===== src/rtl/fsm_download_flit.sv =====
// Receive-side flit reassembler: pops 16-bit flits from the ring local-in FIFO,
// builds head + up to MAX_BODY body flits, and hands the message to memory or cache.
module fsm_download_flit #(
  parameter int MAX_BODY = 10,
  parameter int LEN_W    = 4
) (
  input  logic                     clk,
  input  logic                     rst,
  input  logic                     flit_valid,
  input  logic [15:0]              flit,
  input  logic [1:0]               flit_ctrl,
  output logic                     flit_rdy,
  output logic                     req_msg_valid,
  input  logic                     req_msg_ack,
  output logic                     rep_msg_valid,
  input  logic                     rep_msg_ack,
  output logic [15:0]              msg_head,
  output logic [16*MAX_BODY-1:0]   msg_body,
  output logic [LEN_W-1:0]         msg_len,
  output logic                     proto_err,
  output logic [1:0]               fsm_state_out
);

  typedef enum logic [1:0] {
    IDLE     = 2'b00,
    ASSEMBLE = 2'b01,
    DELIVER  = 2'b10
  } state_t;

  localparam logic [1:0] CTRL_HEAD = 2'b01;
  localparam logic [1:0] CTRL_BODY = 2'b10;
  localparam logic [1:0] CTRL_TAIL = 2'b11;
  localparam logic [LEN_W-1:0] CNT_FULL = LEN_W'(MAX_BODY);

  state_t                   state_q;
  logic [LEN_W-1:0]         cnt_q;
  logic [15:0]              head_q;
  logic [16*MAX_BODY-1:0]   body_q;
  logic [LEN_W-1:0]         len_q;
  logic                     req_valid_q;
  logic                     rep_valid_q;
  logic                     err_q;
  logic                     take;
  logic                     ack_hit;

  // Valid/ack handshake: a *_msg_valid stays high with msg_* stable until the
  // matching ack is sampled high on a clock edge; the non-matching ack is ignored.
  assign flit_rdy = !rst && (state_q != DELIVER);
  assign take     = flit_valid && flit_rdy;
  assign ack_hit  = (req_valid_q && req_msg_ack) || (rep_valid_q && rep_msg_ack);

  always_ff @(posedge clk) begin
    if (rst) begin
      state_q     <= IDLE;
      cnt_q       <= '0;
      head_q      <= '0;
      body_q      <= '0;
      len_q       <= '0;
      req_valid_q <= 1'b0;
      rep_valid_q <= 1'b0;
      err_q       <= 1'b0;
    end else begin
      err_q <= 1'b0;
      unique case (state_q)
        IDLE: begin
          if (take) begin
            unique case (flit_ctrl)
              CTRL_HEAD: begin
                head_q  <= flit;
                body_q  <= '0;
                len_q   <= '0;
                cnt_q   <= '0;
                state_q <= ASSEMBLE;
              end
              CTRL_TAIL: begin
                head_q      <= flit;
                body_q      <= '0;
                len_q       <= '0;
                cnt_q       <= '0;
                req_valid_q <= !flit[9];
                rep_valid_q <= flit[9];
                state_q     <= DELIVER;
              end
              default: err_q <= 1'b1;
            endcase
          end
        end
        ASSEMBLE: begin
          if (take) begin
            unique case (flit_ctrl)
              CTRL_BODY: begin
                if (cnt_q == CNT_FULL) begin
                  err_q   <= 1'b1;
                  state_q <= IDLE;
                end else begin
                  body_q[{cnt_q, 4'b0000} +: 16] <= flit;
                  cnt_q <= cnt_q + LEN_W'(1);
                end
              end
              CTRL_TAIL: begin
                if (cnt_q == CNT_FULL) begin
                  err_q   <= 1'b1;
                  state_q <= IDLE;
                end else begin
                  body_q[{cnt_q, 4'b0000} +: 16] <= flit;
                  len_q       <= cnt_q + LEN_W'(1);
                  req_valid_q <= !head_q[9];
                  rep_valid_q <= head_q[9];
                  state_q     <= DELIVER;
                end
              end
              CTRL_HEAD: begin
                // A head before the tail restarts assembly on the new head.
                err_q  <= 1'b1;
                head_q <= flit;
                body_q <= '0;
                len_q  <= '0;
                cnt_q  <= '0;
              end
              default: err_q <= 1'b1;
            endcase
          end
        end
        DELIVER: begin
          if (ack_hit) begin
            req_valid_q <= 1'b0;
            rep_valid_q <= 1'b0;
            state_q     <= IDLE;
          end
        end
        default: state_q <= IDLE;
      endcase
    end
  end

  assign req_msg_valid = req_valid_q;
  assign rep_msg_valid = rep_valid_q;
  assign msg_head      = head_q;
  assign msg_body      = body_q;
  assign msg_len       = len_q;
  assign proto_err     = err_q;
  assign fsm_state_out = state_q;

endmodule

===== config.mk =====
export PLATFORM = sky130hd
export DESIGN_NAME = fsm_download_flit
export DESIGN_NICKNAME = d
export VERILOG_FILES = /design/src/rtl/fsm_download_flit.sv
export SDC_FILE = /design/constraint.sdc
export NUM_CORES = 1
export LEC_CHECK = 0
export BUFFER_PORTS_ARGS = -buffer_cell sky130_fd_sc_hd__buf_2
export CORE_MARGIN = 1
export CORE_UTILIZATION = 45
export DETAILED_ROUTE_END_ITERATION = 8
export GPL_ROUTABILITY_DRIVEN = 0
export PLACE_DENSITY = 0.75
export SYNTH_ARGS = -nofsm -noshare
export SYNTH_HDL_FRONTEND = slang
export SYNTH_SLANG_ARGS = --single-unit

===== constraint.sdc =====
create_clock -name clk -period 5.1 [get_ports clk]
set_clock_uncertainty 0.15 [all_clocks]
set_input_delay 0.765 -clock clk [delete_from_list [all_inputs] [get_ports clk]]
set_output_delay 0.765 -clock clk [all_outputs]
set_load 0.01 [all_outputs]

==> run metrics <==
status finished, final reports clean; Max Root-Sink Buffers 2; crit path kind flip-flop to flip-flop; area delta synth->final 23.0%; remaining global-route overflow 0; hold_buf cts 0; top cells by area, synth dfxtp_1 (51%), a22o_1 (5.7%), o2bb2ai_1 (5.6%); met2 capacity usage during global routing 0.374; Max Clk Rate 0.277 GHz; ANT cells 0; CP required 5.32 ns; worst vdd ir 0.230 mV; post-detail-place hpwl 14.7 mm; Placeable Area 15900 µm²; hold path startpoint msg_body[87]; cell mode on critical path inv_1; Hold Path Class flip-flop to flip-flop; synthesized cell area 7360 µm²; xor/xnor share of the synthesized area 0.00238; FF-to-FF Start fsm_state_out[1]; Synth Net Count 776; Seq/Total Area, Yosys 0.514; Crit path max-delay family compound AO/OA/AOI/OAI gates; # rows 46; final slew viol count 0; global-route wire length before repair 32.9 mm; root buf cell clkbuf_16; Simple-Gate Fraction of Synth Area 0.174; Leak 3.93 nW; final wirelength 21.6 mm; Setup Buffers After CTS 0; worst relative slew slack 0.118; synth warn 0; share of layout cells above drive strength 1 0.282; Setup violations, final 0; dpl ws 1.50 ns; max_cap viols 0; multiplexer share of the synthesized area 0.0260; CP startpoint fsm_state_out[1]; initial drt markers 552; post-cts sizing count 0; initial antenna violation count 0; Global Route met3 Usage 0.0861; pin count of the biggest net entering global routing 111; post-route ant nets 0; H-tree depth 4; Tcrit/Tclk final 0.709; Clock Pin Slew Worst Setup and Hold Paths 0.07 ns; DRT Pass-1 Iters 5; latest clock arrival within the worst-skew pair 0.43 ns; Post-Synthesis Cells 745; WL per Instance 18.8 µm; Final min period 3.61 ns; critical path startpoint category flip-flop; CP arrival 3.84 ns; CTS tree done; post-synthesis compound-gate area fraction 0.230; count of different cell masters after synthesis 59; RSZ-0062 raised after global routing no; Clock Sinks 189; worst path buffer plus inverter count 2; via count 6509; CP max-delay cell a21oi_1; main combinational cell family by area after synthesis compound AO/OA/AOI/OAI gates; gr busiest metal met2; Nets 950; post-synth top area share 0.514; die area 16900 µm²; adder-cell share of the synthesized area 0.0136; worst-path cell chain inv_1 -> ha_1 -> inv_1 -> nor2_1 -> nand3_1 -> a21oi_1 -> a22o_1; Post-synth EDFFs 0; CTS Buf Count 17; Yosys reg bits 189; nature of the critical path endpoint flip-flop; Initial Util 0.462; cell taking the most area after synthesis dfxtp_1; crit-path max FO 16; io pins 209; Top FF cell, synth dfxtp_1; Fin. Hold Viols 0; Setup TNS Final 0 ns; IO Port Bufs 208; GRT Overall Usage 0.255; Power Density 361 nW/µm²; biggest cell delay along the critical path 1.08 ns; share of synthesized flip-flops with an asynchronous set or reset 0; final worst setup slack 1.49 ns; vias in the first global route 5853; vias per cell 5.67; die width 130 µm; met1 usage 0.345; worst slew pin tran 1.32 ns; fillers 1450; drc violations 0; syn avg cell area 9.88 µm²; Die Y 130 µm
-- area by class of cell --
| class | count | area (µm²) | share of cell area |
|---|---|---|---|
| Multi-Input combinational cell | 489 | 3300 | 0.364 |
| Sequential cell | 189 | 3780 | 0.418 |
| Tap cell | 216 | 270 | 0.0298 |
| Clock inverter | 13 | 149 | 0.0164 |
| Inverter | 9 | 33.8 | 0.00373 |
| Clock buffer | 19 | 443 | 0.0489 |
| Timing Repair Buffer | 213 | 1080 | 0.119 |
-- flip-flops by register name (all words and copies together) (netlist names) --
name	count
proto_err	1
req_msg_valid	1
rep_msg_valid	1
fsm_state_out	2
msg_body	160
msg_head	16
msg_len	4
cnt_q	4
-- worst reg2reg max path: stages (launching register included) --
cell	delay (ns)
dfxtp_1	0.36
inv_1	0.09
ha_1	0.35
inv_1	0.19
nor2_1	0.86
nand3_1	0.18
a21oi_1	1.08
a22o_1	0.29
-- where the power goes --
| part | internal [mW] | leakage [nW] | total, mW | switching [mW] |
|---|---|---|---|---|
| Sequential | 1.50 | 1.52 | 1.52 | 0.0196 |
| Clock | 0.709 | 0.287 | 1.33 | 0.620 |
| Combinational | 0.121 | 2.12 | 0.422 | 0.301 |
| Total | 2.33 | 3.93 | 3.27 | 0.940 |
-- metrics by stage --
| stage | utilization | hold slack [ns] | total power [mW] | instance area (µm²) | cells |
|---|---|---|---|---|---|
| 2_1_floorplan | - | 0.326 | 1.84 | 7360 | 745 |
| 3_3_place_gp | 0.531 | 0.285 | 1.97 | 8470 | 1116 |
| 3_5_place_dp | 0.531 | 0.291 | 1.97 | 8470 | 1116 |
| 4_1_cts | 0.568 | 0.300 | 3.29 | 9060 | 1148 |
| 5_1_grt | 0.568 | 0.317 | 3.39 | 9060 | 1148 |
| 6_report | 0.568 | 0.298 | 3.27 | 9060 | 1148 |
-- path summary, 6_finish.rpt --
| kind | to | slack [ns] | depth (start not counted) |
|---|---|---|---|
| setup / recovery | msg_body[77] | 1.49 | 7 |
| setup reg to reg | msg_body[77] | 1.49 | 7 |
| hold / removal | msg_body[87] | 0.30 | 2 |
| hold reg to reg | msg_body[87] | 0.30 | 2 |
-- metal layers --
| layer | vias to the layer above | part of all wire |
|---|---|---|
| met2 | 283 | 0.44 |
| met3 | 34 | 0.087 |
| met5 | - | 0 |
| met4 | 0 | 0.019 |
| met1 | 3096 | 0.45 |
| li1 | 3096 | - |
-- cell usage in the layout (no fill, tap or decap), drive strengths merged, types with 2 or more instances in the layout --
| master | instances |
|---|---|
| nor3 | 13 |
| ha | 8 |
| inv | 15 |
| mux2i | 18 |
| nand3 | 44 |
| or3 | 3 |
| a22oi | 3 |
| nand3b | 20 |
| a311o | 2 |
| o211ai | 5 |
| nor3b | 3 |
| a22o | 48 |
| nor2 | 40 |
| clkinv | 5 |
| o21ai | 9 |
| nand2b | 34 |
| nand2 | 47 |
| and2 | 3 |
| o31ai | 16 |
| a41o | 16 |
| nor2b | 17 |
| or2 | 3 |
| a32oi | 3 |
| a21oi | 65 |
| buf | 213 |
| nor4 | 2 |
| a211oi | 2 |
| dfxtp | 189 |
| o2bb2ai | 47 |
| clkbuf | 19 |
| a311oi | 2 |
-- synth_stat cells, types with 2 or more instances --
| master | n |
|---|---|
| inv_1 | 9 |
| o211ai_1 | 5 |
| nor2_1 | 39 |
| dfxtp_1 | 189 |
| nor3_1 | 13 |
| nor2b_1 | 17 |
| o21ai_0 | 9 |
| buf_4 | 2 |
| ha_1 | 8 |
| o31ai_1 | 16 |
| a21oi_1 | 62 |
| a22o_1 | 48 |
| or2_2 | 3 |
| a41o_1 | 16 |
| o2bb2ai_1 | 47 |
| clkbuf_1 | 31 |
| a21oi_2 | 3 |
| and2_1 | 2 |
| buf_2 | 22 |
| nand3b_1 | 20 |
| a22oi_1 | 3 |
| a32oi_1 | 3 |
| a311o_1 | 2 |
| nand2b_1 | 34 |
| nor3b_2 | 2 |
| nand2_1 | 46 |
| or3_1 | 2 |
| nand3_1 | 44 |
| mux2i_1 | 18 |
-- logic make-up after synthesis --
| logic type | count (synthesis) |
|---|---|
| AO/OA/AOI/OAI | 224 |
| buffers and inverters | 67 |
| adder cells (fa/ha/maj) | 8 |
| multiplexers | 19 |
| XOR/XNOR | 2 |
| flip-flops | 189 |
| AND/OR/NAND/NOR | 236 |
(Power assumes the default switching activity.)
